===== src/rtl/mem_port_arbiter_if.sv =====
// Request, grant, memory and response signals between the two core requesters, the arbiter and the shared memory.
// The arbiter takes the slave view; the environment (core and memory) takes the master view.
interface mem_port_arbiter_if;
  logic        if_req;
  logic [31:0] if_addr;
  logic        if_gnt;
  logic        if_rvalid;
  logic [31:0] if_rdata;

  logic        d_req;
  logic        d_we;
  logic [3:0]  d_be;
  logic [31:0] d_addr;
  logic [31:0] d_wdata;
  logic        d_gnt;
  logic        d_rvalid;
  logic [31:0] d_rdata;

  logic        mem_req;
  logic        mem_we;
  logic [3:0]  mem_be;
  logic [31:0] mem_addr;
  logic [31:0] mem_wdata;
  logic        mem_gnt;
  logic        mem_rvalid;
  logic [31:0] mem_rdata;

  logic        rsp_err;

  modport slave (
    input  if_req, if_addr, d_req, d_we, d_be, d_addr, d_wdata,
    input  mem_gnt, mem_rvalid, mem_rdata,
    output if_gnt, if_rvalid, if_rdata, d_gnt, d_rvalid, d_rdata,
    output mem_req, mem_we, mem_be, mem_addr, mem_wdata, rsp_err
  );

  modport master (
    output if_req, if_addr, d_req, d_we, d_be, d_addr, d_wdata,
    output mem_gnt, mem_rvalid, mem_rdata,
    input  if_gnt, if_rvalid, if_rdata, d_gnt, d_rvalid, d_rdata,
    input  mem_req, mem_we, mem_be, mem_addr, mem_wdata, rsp_err
  );
endinterface


===== src/rtl/mem_port_arbiter.sv =====
// Shares one pipelined memory port between fetch and load/store; data has priority, fetch has a starvation guard.
// Latency: grant and response steering are combinational; owner tags and starvation count update at the clock edge.
// Backpressure: mem_gnt=0, or a full owner-tag FIFO for reads, withholds grants; requesters hold until granted.
module mem_port_arbiter #(
  parameter int MAX_OUTSTANDING = 2,
  parameter int STARVE_LIMIT    = 4
) (
  input logic               clk,
  input logic               rst,
  mem_port_arbiter_if.slave bus
);
  localparam int PW = $clog2(MAX_OUTSTANDING) + 1;
  localparam int IW = (MAX_OUTSTANDING > 1) ? $clog2(MAX_OUTSTANDING) : 1;
  localparam int SW = $clog2(STARVE_LIMIT + 1);

  logic [PW-1:0]              wr_ptr;
  logic [PW-1:0]              rd_ptr;
  logic [MAX_OUTSTANDING-1:0] tag_mem;
  logic [SW-1:0]              starve_cnt;
  logic                       rsp_err_q;
  logic [IW-1:0]              wr_idx;
  logic [IW-1:0]              rd_idx;
  logic                       fifo_full;
  logic                       fifo_empty;
  logic                       head_tag;
  logic                       if_elig;
  logic                       d_elig;
  logic                       sel_if;
  logic                       sel_d;
  logic                       push;
  logic                       pop;
  logic                       orphan;

  assign wr_idx     = (MAX_OUTSTANDING == 1) ? '0 : IW'(wr_ptr);
  assign rd_idx     = (MAX_OUTSTANDING == 1) ? '0 : IW'(rd_ptr);
  assign fifo_empty = (wr_ptr == rd_ptr);
  assign fifo_full  = ((wr_ptr ^ rd_ptr) == (PW'(1) << (PW - 1)));
  assign head_tag   = tag_mem[rd_idx];

  // Eligibility uses registered occupancy, so a same-cycle pop never frees a slot early.
  assign if_elig = bus.if_req & ~fifo_full & ~rst;
  assign d_elig  = bus.d_req & (bus.d_we | ~fifo_full) & ~rst;

  always_comb begin
    sel_if = 1'b0;
    sel_d  = 1'b0;
    if (if_elig && d_elig) begin
      if (starve_cnt == SW'(STARVE_LIMIT)) sel_if = 1'b1;
      else                                 sel_d  = 1'b1;
    end else if (if_elig) begin
      sel_if = 1'b1;
    end else if (d_elig) begin
      sel_d = 1'b1;
    end
  end

  always_comb begin
    bus.mem_req   = 1'b0;
    bus.mem_we    = 1'b0;
    bus.mem_be    = 4'h0;
    bus.mem_addr  = 32'h0;
    bus.mem_wdata = 32'h0;
    if (sel_d) begin
      bus.mem_req   = 1'b1;
      bus.mem_we    = bus.d_we;
      bus.mem_be    = bus.d_be;
      bus.mem_addr  = bus.d_addr;
      bus.mem_wdata = bus.d_wdata;
    end else if (sel_if) begin
      bus.mem_req  = 1'b1;
      bus.mem_be   = 4'hF;
      bus.mem_addr = bus.if_addr;
    end
  end

  assign bus.if_gnt = sel_if & bus.mem_gnt;
  assign bus.d_gnt  = sel_d & bus.mem_gnt;

  assign push   = bus.mem_req & bus.mem_gnt & ~bus.mem_we;
  assign pop    = bus.mem_rvalid & ~fifo_empty & ~rst;
  assign orphan = bus.mem_rvalid & fifo_empty & ~rst;

  assign bus.if_rvalid = pop & ~head_tag;
  assign bus.d_rvalid  = pop & head_tag;
  assign bus.if_rdata  = rst ? 32'h0 : bus.mem_rdata;
  assign bus.d_rdata   = rst ? 32'h0 : bus.mem_rdata;
  assign bus.rsp_err   = rsp_err_q & ~rst;

  always_ff @(posedge clk) begin
    if (push) tag_mem[wr_idx] <= sel_d;
  end

  always_ff @(posedge clk) begin
    if (rst) begin
      wr_ptr     <= '0;
      rd_ptr     <= '0;
      starve_cnt <= '0;
      rsp_err_q  <= 1'b0;
    end else begin
      if (push) wr_ptr <= wr_ptr + PW'(1);
      if (pop)  rd_ptr <= rd_ptr + PW'(1);
      if (orphan) rsp_err_q <= 1'b1;
      if (!bus.if_req || bus.if_gnt)
        starve_cnt <= '0;
      else if (bus.d_gnt && starve_cnt != SW'(STARVE_LIMIT))
        starve_cnt <= starve_cnt + SW'(1);
    end
  end
endmodule


===== src/flat_wrapper.sv =====
// flat-port wrapper written by rule: the top's interface ports become plain ports
module mem_port_arbiter_flat 
#(
  parameter int MAX_OUTSTANDING = 2,
  parameter int STARVE_LIMIT    = 4
)
  (clk, rst, bus_if_req, bus_if_addr, bus_d_req, bus_d_we, bus_d_be, bus_d_addr, bus_d_wdata, bus_mem_gnt, bus_mem_rvalid, bus_mem_rdata, bus_if_gnt, bus_if_rvalid, bus_if_rdata, bus_d_gnt, bus_d_rvalid, bus_d_rdata, bus_mem_req, bus_mem_we, bus_mem_be, bus_mem_addr, bus_mem_wdata, bus_rsp_err);
  mem_port_arbiter_if bus_i ();
  input logic clk;
  input logic rst;
  input wire logic [$bits(bus_i.if_req)-1:0] bus_if_req;
  input wire logic [$bits(bus_i.if_addr)-1:0] bus_if_addr;
  input wire logic [$bits(bus_i.d_req)-1:0] bus_d_req;
  input wire logic [$bits(bus_i.d_we)-1:0] bus_d_we;
  input wire logic [$bits(bus_i.d_be)-1:0] bus_d_be;
  input wire logic [$bits(bus_i.d_addr)-1:0] bus_d_addr;
  input wire logic [$bits(bus_i.d_wdata)-1:0] bus_d_wdata;
  input wire logic [$bits(bus_i.mem_gnt)-1:0] bus_mem_gnt;
  input wire logic [$bits(bus_i.mem_rvalid)-1:0] bus_mem_rvalid;
  input wire logic [$bits(bus_i.mem_rdata)-1:0] bus_mem_rdata;
  output wire logic [$bits(bus_i.if_gnt)-1:0] bus_if_gnt;
  output wire logic [$bits(bus_i.if_rvalid)-1:0] bus_if_rvalid;
  output wire logic [$bits(bus_i.if_rdata)-1:0] bus_if_rdata;
  output wire logic [$bits(bus_i.d_gnt)-1:0] bus_d_gnt;
  output wire logic [$bits(bus_i.d_rvalid)-1:0] bus_d_rvalid;
  output wire logic [$bits(bus_i.d_rdata)-1:0] bus_d_rdata;
  output wire logic [$bits(bus_i.mem_req)-1:0] bus_mem_req;
  output wire logic [$bits(bus_i.mem_we)-1:0] bus_mem_we;
  output wire logic [$bits(bus_i.mem_be)-1:0] bus_mem_be;
  output wire logic [$bits(bus_i.mem_addr)-1:0] bus_mem_addr;
  output wire logic [$bits(bus_i.mem_wdata)-1:0] bus_mem_wdata;
  output wire logic [$bits(bus_i.rsp_err)-1:0] bus_rsp_err;
  assign bus_i.if_req = bus_if_req;
  assign bus_i.if_addr = bus_if_addr;
  assign bus_i.d_req = bus_d_req;
  assign bus_i.d_we = bus_d_we;
  assign bus_i.d_be = bus_d_be;
  assign bus_i.d_addr = bus_d_addr;
  assign bus_i.d_wdata = bus_d_wdata;
  assign bus_i.mem_gnt = bus_mem_gnt;
  assign bus_i.mem_rvalid = bus_mem_rvalid;
  assign bus_i.mem_rdata = bus_mem_rdata;
  assign bus_if_gnt = bus_i.if_gnt;
  assign bus_if_rvalid = bus_i.if_rvalid;
  assign bus_if_rdata = bus_i.if_rdata;
  assign bus_d_gnt = bus_i.d_gnt;
  assign bus_d_rvalid = bus_i.d_rvalid;
  assign bus_d_rdata = bus_i.d_rdata;
  assign bus_mem_req = bus_i.mem_req;
  assign bus_mem_we = bus_i.mem_we;
  assign bus_mem_be = bus_i.mem_be;
  assign bus_mem_addr = bus_i.mem_addr;
  assign bus_mem_wdata = bus_i.mem_wdata;
  assign bus_rsp_err = bus_i.rsp_err;
  mem_port_arbiter #(.MAX_OUTSTANDING(MAX_OUTSTANDING), .STARVE_LIMIT(STARVE_LIMIT)) u_core (.clk(clk), .rst(rst), .bus(bus_i));
endmodule

===== config.mk =====
export PLATFORM = sky130hd
export DESIGN_NAME = mem_port_arbiter_flat
export DESIGN_NICKNAME = d
export VERILOG_FILES = /design/src/rtl/mem_port_arbiter_if.sv /design/src/rtl/mem_port_arbiter.sv /design/src/flat_wrapper.sv
export SDC_FILE = /design/constraint.sdc
export NUM_CORES = 1
export LEC_CHECK = 0
export BUFFER_PORTS_ARGS = -buffer_cell sky130_fd_sc_hd__buf_2
export CORE_AREA = 2 2 107 109
export DETAILED_ROUTE_END_ITERATION = 10
export DIE_AREA = 0 0 109 111
export HOLD_SLACK_MARGIN = 0.12
export MAX_ROUTING_LAYER = met4
export PLACE_DENSITY = 0.5
export REMOVE_ABC_BUFFERS = 1
export SLEW_MARGIN = 15
export SYNTH_ARGS = -nofsm -noshare
export SYNTH_HDL_FRONTEND = slang
export SYNTH_SLANG_ARGS = --single-unit

===== constraint.sdc =====
create_clock -name clk -period 2.2 [get_ports clk]
set_input_delay 0.22 -clock clk [delete_from_list [all_inputs] [get_ports clk]]
set_output_delay 0.22 -clock clk [all_outputs]
set_load 0.01 [all_outputs]

==> After elaboration in Yosys (flattened, before gate mapping) <==
Cells that the tools add are included.
Widths: inputs -> output; s select.
{ "word_totals": {"register_bits": 10, "inputBits": 139, "output_inout_bits": 139} }
{ "op_classes": {"n_addsub": 3, "magnitude_cmp": 3, "eq_ne": 4, "muxes": 21, "n_bitwise": 22, "n_reduce_logical": 6} }
{ "op_table": {"columns": ["cell", "count"], "rows": [
  ["$mux 32", 4],
  ["$and 1x1->1", 15],
  ["$mux 1", 13],
  ["$mux 4", 2],
  ["$not 1->1", 5],
  ["$add 2x1->2 const B", 2],
  ["$lt 1x2->1 const B", 2],
  ["$add 3x1->3 const B", 1],
  ["$eq 3x3->1 const B", 1],
  ["$logic_and 1x1->1", 3],
  ["$ne 3x3->1 const B", 1],
  ["$bwmux 2", 1],
  ["$eq 2x2->1", 1],
  ["$eq 2x2->1 const B", 1],
  ["$reduce_or 2->1", 1],
  ["$xor 2x2->2", 1],
  ["$demux 1 s1", 1],
  ["$ge 1x1->1 const B", 1],
  ["$logic_not 1->1", 1],
  ["$logic_or 1x1->1", 1],
  ["$or 1x1->1", 1]
]} }

==> Logic depth before layout (Yosys ltp) <==
Gate-level depths: netlist of the first run.
{ "logic_depth": {"ltp_word": 12, "ltp_mapped": 7} }

==> Worst setup path after synthesis of the first run <==
Ideal clock, no wire load.
{ "synth_path": {"path_type": "register to output", "start": "register u_core.rd_ptr[0]", "end": "output port bus_mem_addr[15]", "t_arrival_ns": 1.598, "required_time_ns": 1.980, "slack_ns": 0.382, "stages_incl_launch_ff": 8, "path_cell_list": "dfxtp_1 -> buf_2 -> xor2_2 -> o31ai_1 -> nor2b_2 -> buf_6 -> buf_6 -> a22o_1"} }
{ "synth_between": {"elab_chain_cells": 10, "elab_cells_between_ends": 16} }
{ "synth_lines": {"columns": ["item", "line_no", "rtl"], "rows": [
  ["from (decl)", "mem_port_arbiter.sv:17", "logic [PW-1:0] rd_ptr;"],
  ["from (signal assigned)", "mem_port_arbiter.sv:101", "if (pop) rd_ptr <= rd_ptr + PW'(1);"],
  ["$xor 2x2->2 *", "mem_port_arbiter.sv:37", "assign fifo_full = ((wr_ptr ^ rd_ptr) == (PW'(1) << (PW - 1)));"],
  ["$eq 2x2->1 *", "mem_port_arbiter.sv:37", null],
  ["$not 1->1 *", "mem_port_arbiter.sv:41, mem_port_arbiter.sv:42", null],
  ["$or 1x1->1", "mem_port_arbiter.sv:42", "assign d_elig = bus.d_req & (bus.d_we | ~fifo_full) & ~rst;"],
  ["$and 1x1->1 (2 in a row)", "mem_port_arbiter.sv:42", null],
  ["$mux 1 or $logic_and 1x1->1 (tied branches)", "mem_port_arbiter.sv:52, mem_port_arbiter.sv:47", null],
  ["$mux 1, on equally long branches", "mem_port_arbiter.sv:50, mem_port_arbiter.sv:47", null],
  ["$mux 1 or $mux 32 (tied branches)", "mem_port_arbiter.sv:47, mem_port_arbiter.sv:69", null],
  ["$mux 32 *", "mem_port_arbiter.sv:63", "if (sel_d) begin"],
  ["to (decl)", "flat_wrapper.sv:30", "output wire logic [$bits(bus_i.mem_addr)-1:0] bus_mem_addr;"]
]} }
Every way passes the cells marked *; elsewhere a longest branch is shown, timed or not.

==> Final worst setup path of the first run <==
{ "layout_path": {"start": "register u_core.rd_ptr[0]", "end": "output port bus_mem_addr[8]"} }
Same word-level chain as after synthesis.

==> impl_metrics.toml, run 1 <==
[worst_setup_path]
required_ns = 1.98
max_stage_delay_ns = 0.34
worstPathCellList = "xor2_4 > o31ai_2 > buf_4 > nor2b_4 > buf_4 > buf_12 > a22o_1 > buf_2"
crit_arrival_ns = 1.92
startpoint_type = "flip-flop"
crit_type = "reg2out"
crit_slowest_cell = "dfxtp_2"
path_max_fanout = 9
cp-end-kind = "primary output"
worstRegToRegCells = 5
critical_path.most_common_cell = "buf_4"

[cells_and_area]
layout.nets = 604
final_common_cell = "buf_2"
n_antenna_cell = 0
syn_to_final_growth_pct = 92.5
final_cell_mix = "buf_2 (277), nor2b_1 (37), and2_1 (33)"
drive_above_1_share_pct = 66.9

[sta]
finalSetupViolations = 0
finalHoldViolations = 0
tns_ns = 0
final_max_slew_viol_count = 0
rsz0062_at_grt = "yes"
max_freq_mhz = 467
relSlewSlack_pct = 54.2
period_share_pct = 97.4
tightest_slew_ns = 0.678
layout_min_cycle_time_ns = 2.14
worst_slack_ns = 0.0583
skew_ns = 0.000369

[die]
coreArea_sq_um = 11100
die_height_microns = 111
ioPinCount = 278
die_area_sq_um = 12100
core.rowCount = 39
die_w_microns = 109
start_util_pct = 15.0

[routing]
drc_errors = 0
wl_per_cell_microns = 13.2
avgViaCountPerCell = 4.05
drtIter0Drc = 79
drt_first_pass_iters = 4
routed_wl_microns = 7960
route.vias.total = 2452
antenna_left = 0

[pwr]
power.leakage_nw = 1.92
ir_drop_v = 0.000288
pwr_density_cell_nw_per_um2 = 340

[synth]
synth_warnings = 0
ys_ff_latch = 10
synth_top_area_share_pct = 16.9
synthTopCellsByArea = "a22o_1 (17%), buf_4 (16%), nor2b_1 (14%), and2_1 (13%), dfxtp_1 (9.7%)"
syn_area_sq_um = 1660
synth_top_area_cell = "a22o_1"
post_synth_num_cell_types = 35
synth.avg_cell_area_sq_um = 7.68
netlist_instances = 216
ys_seq_area_share_pct = 13.3

[global_routing]
grt_antenna_before_repair = 0
grt-ovfl-total = 0
grt_start_max_net_pins = 39
grt_pass1_wl_microns = 10800
grt_util_all_layers_pct = 11.5
grt_pass1_vias = 2078

[placement]
place_ws_ns = 0.186
finalWeightedCongestion = 0.830
dpl.hpwl_microns = 6510
portBuffers = 277

[clock_tree]
cts_tree = "yes"
htree_levels = 1
cts_root_buf = "clkbuf_16"
cts_buffer_depth = 2
path_clk_slew_ns = 0.04
clk_latency_ns = 0.24
cts_buffers = 3
ctsHoldBuffers = 0
clkSinkCount = 10

[worst_hold_path]
min_path_type = "in2reg"
hold-path-cell-count = 3

[job]
cap_viol_max_count = 0

[run_status]
status = "complete, no violations"
[logic make-up (layout without fill, tap and decap cells)]
| logic type | Yosys count | after routing | share of synthesized area (%) |
|---|---|---|---|
| AND/OR/NAND/NOR | 92 | 92 | 32.6 |
| buffers and inverters | 52 | 298 | 21.1 |
| multiplexers | 4 | 4 | 2.41 |
| flip-flops | 10 | 10 | 13.3 |
| adder cells (fa/ha/maj) | 2 | 2 | 1.51 |
| XOR/XNOR | 6 | 6 | 3.62 |
| AO/OA/AOI/OAI | 50 | 50 | 25.5 |
[metal layers]
layer,vias up,share of wire [%],routed length (microns),track usage [%]
li1,1207,-,-,-
met1,1125,44,3480,15.9
met2,118,48,3810,18.5
met3,2,8.1,644,1.47
met4,0,0.24,19,1.28
met5,-,0,0,-
[what timing repair did]
item,in CTS,in global routing
gates resized for setup,6,7
endpoints found under the setup margin,30,69
pin swaps,1,0
cloned,2,1
setup buffers,0,2
[path summary, 6_finish.rpt]
check                                 startpoint                   end  slack, ns
worst min-delay path              bus_mem_rvalid      u_core.rsp_err_q       0.26
worst min register to register  u_core.rsp_err_q      u_core.rsp_err_q       0.46
worst max register to register  u_core.rd_ptr[0]  u_core.starve_cnt[1]       0.48
worst max-delay path            u_core.rd_ptr[0]       bus_mem_addr[8]       0.06
[state kept, by name, indices dropped and copies added, names as in the netlist]
| name | cells |
|---|---|
| u_core.rd_ptr | 2 |
| u_core.starve_cnt | 3 |
| u_core.rsp_err_q | 1 |
| u_core.wr_ptr | 2 |
| u_core.tag_mem | 2 |
[cell type report]
class                   count  area (sq um)
inverters                   4          15.0
fillers                  1218          7880
multi-input cells         154          1130
clock buffers               3          75.1
well taps                 143           179
flip-flops and latches     10           228
clock inverters             1          3.75
repair buffers            290          1570
[cells in the mapped netlist]
cell / number
a31oi_1: 2
nor3_1: 2
nor2b_1: 37
buf_4: 35
a21boi_0: 1
a22oi_1: 1
nand2_1: 8
o311ai_0: 2
ha_1: 2
a31o_2: 4
nor2_1: 6
buf_6: 3
nand2b_1: 1
o21ai_0: 2
xor2_2: 1
o211a_1: 1
clkbuf_1: 9
and2_1: 34
nor2b_2: 1
xor2_1: 1
a22o_1: 32
dfxtp_1: 8
a21bo_2: 1
edfxtp_1: 2
nor2_2: 1
o31ai_1: 1
a41oi_1: 1
o2111ai_1: 1
nor4_1: 1
inv_1: 4
a211oi_1: 1
buf_2: 1
and3_1: 1
xnor2_1: 4
mux2i_1: 4
[stage by stage]
stage / area, sq um / hold WS (ns) / instances / utilization (%) / total power (W)
3_3_place_gp: 2970 / 0.451 / 596 / 26.8 / 0.000725
6_report: 3190 / 0.256 / 605 / 28.8 / 0.00108
3_5_place_dp: 2970 / 0.460 / 596 / 26.8 / 0.000728
2_1_floorplan: 1320 / 0.292 / 168 / - / 0.000426
4_1_cts: 3140 / 0.258 / 602 / 28.4 / 0.00109
5_1_grt: 3190 / 0.278 / 605 / 28.8 / 0.00115
[worst max-delay path: cells and delay by family, from the launching register on]
kind                      cells  cell delay (ns)
AOI/OAI and AO/OA             2             0.48
DFF                           1             0.34
and+or+nand+nor               1             0.06
buffers and inverters         4             0.60
xor gates and xnor gates      1             0.20
[power by group]
group	leakage [nW]	switching, W	internal (W)
Clock	0.0385	0.0000866	0.000238
Combinational	1.80	0.000265	0.000290
Sequential	0.0857	0.00000876	0.000196
Power figures use the tool's default switching activity.
==> run 2, diff against run 1 <==
ABC_AREA = 1   (was default)
PLACE_DENSITY = 0.51   (was 0.5)
==> impl_metrics.toml, run 2 <==
[run_status]
status = "complete, no violations"

[sta]
skew_ns = 0.00240
max_freq_mhz = 484
layout_min_cycle_time_ns = 2.07
relSlewSlack_pct = 75.3
finalSetupViolations = 0
tightest_slew_ns = 0.371
rsz0062_at_grt = "no"
finalHoldViolations = 0
final_max_slew_viol_count = 0
period_share_pct = 93.9
tns_ns = 0

[clock_tree]
cts_buffer_depth = 2
clkSinkCount = 10
clk_latency_ns = 0.24
cts_tree = "yes"
ctsHoldBuffers = 0
path_clk_slew_ns = 0.04
cts_root_buf = "clkbuf_16"
cts_buffers = 3
htree_levels = 1

[synth]
synth_top_area_share_pct = 17.7
synth_commonest_cells = "inv_1 (84), nor2_1 (75), a22o_1 (32), buf_4 (32), nand2_1 (25)"
syn_area_sq_um = 1790
synth_most_common_cell = "inv_1"
synth_warnings = 0
ys.flop_type = "dfxtp_1"
synth_top_area_cell = "inv_1"
ys_ff_latch = 10
netlist_instances = 305
synth.avg_cell_area_sq_um = 5.85
post_synth_num_cell_types = 29
synth_edf_count = 2
ys_seq_area_share_pct = 12.3
synthTopCellsByArea = "inv_1 (18%), nor2_1 (16%), a22o_1 (16%), buf_4 (13%), dfxtp_1 (9.0%)"
async_flop_share_pct = 0

[pwr]
pwr-share-clk_pct = 31.0
pwr_density_cell_nw_per_um2 = 335
ir_drop_v = 0.000196
power.leakage_nw = 2.23
comb_power_share_pct = 49.8
p_int_w = 0.000678
swShare_pct = 35.6
seq_power_share_pct = 19.2
power.switching_w = 0.000375

[global_routing]
grt_pass1_wl_microns = 10300
grt_util_all_layers_pct = 10.7
grt-ovfl-total = 0
grt_pass1_vias = 2175
grt_antenna_before_repair = 0
grt_start_max_net_pins = 39

[worst_setup_path]
crit_type = "reg2out"
crit_arrival_ns = 1.85
r2r_slack_ns = 0.56
crit_slowest_cell = "dfxtp_1"
worstPathCellList = "inv_1 > ha_1 > nand2_1 > inv_1 > o211ai_4 > inv_6 > a22o_1 > buf_2"
worst-path-buf-inv = 4
path_max_fanout = 32
max_stage_delay_ns = 0.34
cp-end-kind = "primary output"
startpoint_type = "flip-flop"
crit_family = "compound AO/OA/AOI/OAI gates"
critical_path.most_common_cell = "inv_1"
required_ns = 1.98

[die]
coreArea_sq_um = 11100
die_area_sq_um = 12100
start_util_pct = 16.1
die_height_microns = 111
ioPinCount = 278
core.rowCount = 39
die_w_microns = 109

[cells_and_area]
syn_to_final_growth_pct = 75.8
postLayoutCellArea_sq_um = 3140
largest-register = "u_core.starve_cnt"
largest_reg_flops = 3
final_common_cell = "buf_2"
final_cell_mix = "buf_2 (277), inv_1 (84), nor2_1 (75)"
n_antenna_cell = 0
fillerInstances = 1242
layout.nets = 685
drive_above_1_share_pct = 55.1

[routing]
routed_wl_microns = 7200
drtIter0Drc = 120
antenna_left = 0
drc_errors = 0
avgViaCountPerCell = 3.74
drt_first_pass_iters = 4
wl_per_cell_microns = 10.5
route.vias.total = 2566

[placement]
placed_area_sq_um = 3040
finalWeightedCongestion = 0.762
portBuffers = 277
dpl.hpwl_microns = 6210

[job]
cap_viol_max_count = 0

[worst_hold_path]
min_path_type = "in2reg"
## run 2: cell types whose count changed after synthesis, sizes merged, moves of 4 or more
cell / delta
xnor2: -4
a21oi: +8
inv: +83
nor2: +69
mux2i: -4
clkbuf: -5
nor2b: -38
a31o: -4
and2: -34
nand2: +22
nand3: +7
## run 2: power by group through the flow
stage                     clock network (W)  registers (W)  logic [W]
final                              0.000326       0.000202   0.000525
after global routing               0.000340       0.000202   0.000581
after CTS                          0.000330       0.000201   0.000526
after detailed placement                  0       0.000204   0.000523
after global placement                    0       0.000204   0.000521
after floorplan                           0       0.000203   0.000237
## run 2: logic make-up after synthesis
family / Yosys count / share of synthesized area, %
adder cells (fa/ha/maj): 2 / 1.40
XOR/XNOR: 1 / 0.491
flip-flops: 10 / 12.3
AND/OR/NAND/NOR: 116 / 28.7
AO/OA/AOI/OAI: 44 / 20.3
buffers and inverters: 132 / 36.7
## run 2: per-layer routing
| layer | GRT usage [%] | wire (microns) | vias up |
|---|---|---|---|
| met5 | - | 0 | - |
| met4 | 0.427 | 12 | 0 |
| met3 | 1.76 | 616 | 2 |
| met2 | 17.2 | 3350 | 117 |
| met1 | 14.9 | 3220 | 1092 |
| li1 | - | - | 1355 |
## run 2: what timing repair did
action	CTS	global route
setup endpoints to repair	32	32
pin swaps	0	2
resized for setup	1	5
setup buffers	0	1
## run 2: area by class of cell
cell class	count	area, sq um	area share [%]
clock buffer	3	75.1	2.39
sequential	10	221	7.05
tap	143	179	5.70
clock inverter	1	3.75	0.120
inverter	87	349	11.1
multi-input combinational	163	910	29.0
timing repair buffer	279	1400	44.6
## run 2: worst register-to-register path: stages, from the launching register on
cell and delay [ns]:
dfxtp_1 0.38, inv_1 0.10, nand2_1 0.10, nand2_2 0.09, nand2_4 0.11, nand2_1 0.10, a21oi_2 0.24, nand2_1 0.10
nor2_1 0.13
## run 2: stage by stage
stage          hold slack (ns)  util, %  worst slack (ns)  std cells  power, W
2_1_floorplan            0.289        -             0.515        260  0.000440
3_3_place_gp             0.451     27.4             0.245        681  0.000726
3_5_place_dp             0.461     27.4             0.217        681  0.000727
4_1_cts                  0.264     28.2            0.0371        685   0.00106
5_1_grt                  0.283     28.3           0.00922        686   0.00112
6_report                 0.255     28.3             0.134        686   0.00105
## run 2: path summary, 6_finish.rpt
path                              from                 to  depth (start not counted)
hold reg to reg       u_core.rsp_err_q   u_core.rsp_err_q                          2
setup / recovery  u_core.starve_cnt[0]   bus_mem_addr[15]                          8
setup reg to reg      u_core.rd_ptr[0]  u_core.tag_mem[0]                          8
hold / removal          bus_mem_rvalid   u_core.rsp_err_q                          3
==> run 3, diff against run 2 <==
CTS_BUF_LIST = sky130_fd_sc_hd__clkbuf_4 sky130_fd_sc_hd__clkbuf_8   (was default)
==> impl_metrics.toml, run 3 (synthesis results as in run 2) <==
[global_routing]
grt_util_all_layers_pct = 10.7
grt_antenna_before_repair = 0
grt_pass1_wl_microns = 10300
grt_pass1_vias = 2177
grt-ovfl-total = 0
grt_start_max_net_pins = 39

[worst_setup_path]
required_ns = 1.98
cp.depth = 8
crit_family = "compound AO/OA/AOI/OAI gates"
crit_slowest_cell = "dfxtp_1"
crit_arrival_ns = 1.85
critical_path.most_common_cell = "inv_1"
path_max_fanout = 32
cp-end-kind = "primary output"
max_stage_delay_ns = 0.34
r2r_end = "u_core.tag_mem[0]"
worst-path-buf-inv = 4
worstRegToRegCells = 8
crit_type = "reg2out"
r2r_slack_ns = 0.56
startpoint_type = "flip-flop"
worstPathCellList = "inv_1 > ha_1 > nand2_1 > inv_1 > o211ai_4 > inv_6 > a22o_1 > buf_2"
rr_startpoint = "u_core.rd_ptr[0]"

[routing]
drtIter0Drc = 102
route.vias.total = 2558
routed_wl_microns = 7210
antenna_left = 0
drt_first_pass_iters = 4
avgViaCountPerCell = 3.73
wl_per_cell_microns = 10.5
drc_errors = 0

[sta]
finalHoldViolations = 0
rsz0062_at_grt = "no"
final_max_slew_viol_count = 0
layout_min_cycle_time_ns = 2.07
relSlewSlack_pct = 75.2
max_freq_mhz = 484
period_share_pct = 94.0
tns_ns = 0
skew_ns = 0.00190
tightest_slew_ns = 0.372
whs_ns = 0.256
finalSetupViolations = 0

[cells_and_area]
n_antenna_cell = 0
drive_above_1_share_pct = 55.1
final_common_cell = "buf_2"
final_cell_mix = "buf_2 (277), inv_1 (84), nor2_1 (75)"
largest-register = "u_core.starve_cnt"
largest_reg_flops = 3
syn_to_final_growth_pct = 73.9
layout.nets = 685

[die]
ioPinCount = 278
die_area_sq_um = 12100
die_w_microns = 109
die_height_microns = 111
start_util_pct = 16.1
core.rowCount = 39
coreArea_sq_um = 11100

[pwr]
pwr_density_cell_nw_per_um2 = 297
ir_drop_v = 0.000178
power.leakage_nw = 2.21

[placement]
finalWeightedCongestion = 0.762
dpl.hpwl_microns = 6210
portBuffers = 277

[clock_tree]
path_clk_slew_ns = 0.05
clkSinkCount = 10
cts_buffer_depth = 2
cts_buffers = 3
htree_levels = 1
clk_latency_ns = 0.23
cts_tree = "yes"
ctsHoldBuffers = 0
cts_root_buf = "clkbuf_8"

[worst_hold_path]
hold-path-cell-count = 3
hp-start = "bus_mem_rvalid"
min_path_type = "in2reg"
hold_end = "u_core.rsp_err_q"

[run_status]
status = "complete, no violations"

[job]
cap_viol_max_count = 0
run 3: repair_timing:
item / in CTS / in global routing
setup endpoints to repair: 32 / 32
pin swaps: 0 / 2
hold endpoints to repair: 0 / 0
setup buffers: 0 / 1
gates resized for setup: 1 / 5
run 3: power breakdown:
part	switching [W]	internal, W
Clock	0.0000740	0.000122
Combinational	0.000281	0.000243
Sequential	0.00000583	0.000195
Total	0.000361	0.000561
run 3: metrics by stage:
step	std cells	cell area [sq um]	utilization [%]	setup WS [ns]	total power (W)
CTS	685	3090	27.9	0.0359	0.000926
global placement	681	3040	27.4	0.245	0.000726
detailed placement	681	3040	27.4	0.217	0.000727
finish	686	3110	28.0	0.132	0.000922
global route	686	3110	28.0	0.00566	0.000992
floorplan	260	1470	-	0.515	0.000440
run 3: area by class of cell:
type                    instances  area [sq um]
clock buffers                   3          41.3
clock inverters                 1          3.75
fillers                      1246          7970
inverters                      87           349
multi-input cells             163           910
flip-flops and latches         10           221
well taps                     143           179
repair buffers                279          1400
run 3: per-layer routing:
| layer | global-route usage, % | routed length [microns] | share of wire [%] |
|---|---|---|---|
| met4 | 0.684 | 21 | 0.29 |
| met3 | 1.76 | 596 | 8.3 |
| met2 | 17.2 | 3330 | 46 |
| met5 | - | 0 | 0 |
| met1 | 14.8 | 3260 | 45 |
run 3: how the worst max path moves through the flow:
stage / start / endpoint / slack (ns)
3_3_place_gp: u_core.starve_cnt[0] / bus_mem_addr[15] / 0.24
4_1_cts: u_core.wr_ptr[0] / bus_mem_addr[15] / 0.04
5_1_grt: u_core.wr_ptr[1] / bus_mem_addr[13] / 0.006
3_5_place_dp: u_core.starve_cnt[0] / bus_mem_addr[15] / 0.22
6_report: u_core.starve_cnt[0] / bus_mem_addr[15] / 0.13
2_1_floorplan: u_core.starve_cnt[0] / bus_mem_addr[0] / 0.51
run 3: worst reg2reg max path: stages (launching register included):
cell,delay [ns]
dfxtp_1,0.38
inv_1,0.09
nand2_1,0.10
nand2_2,0.09
nand2_4,0.11
nand2_1,0.10
a21oi_2,0.24
nand2_1,0.10
nor2_1,0.13
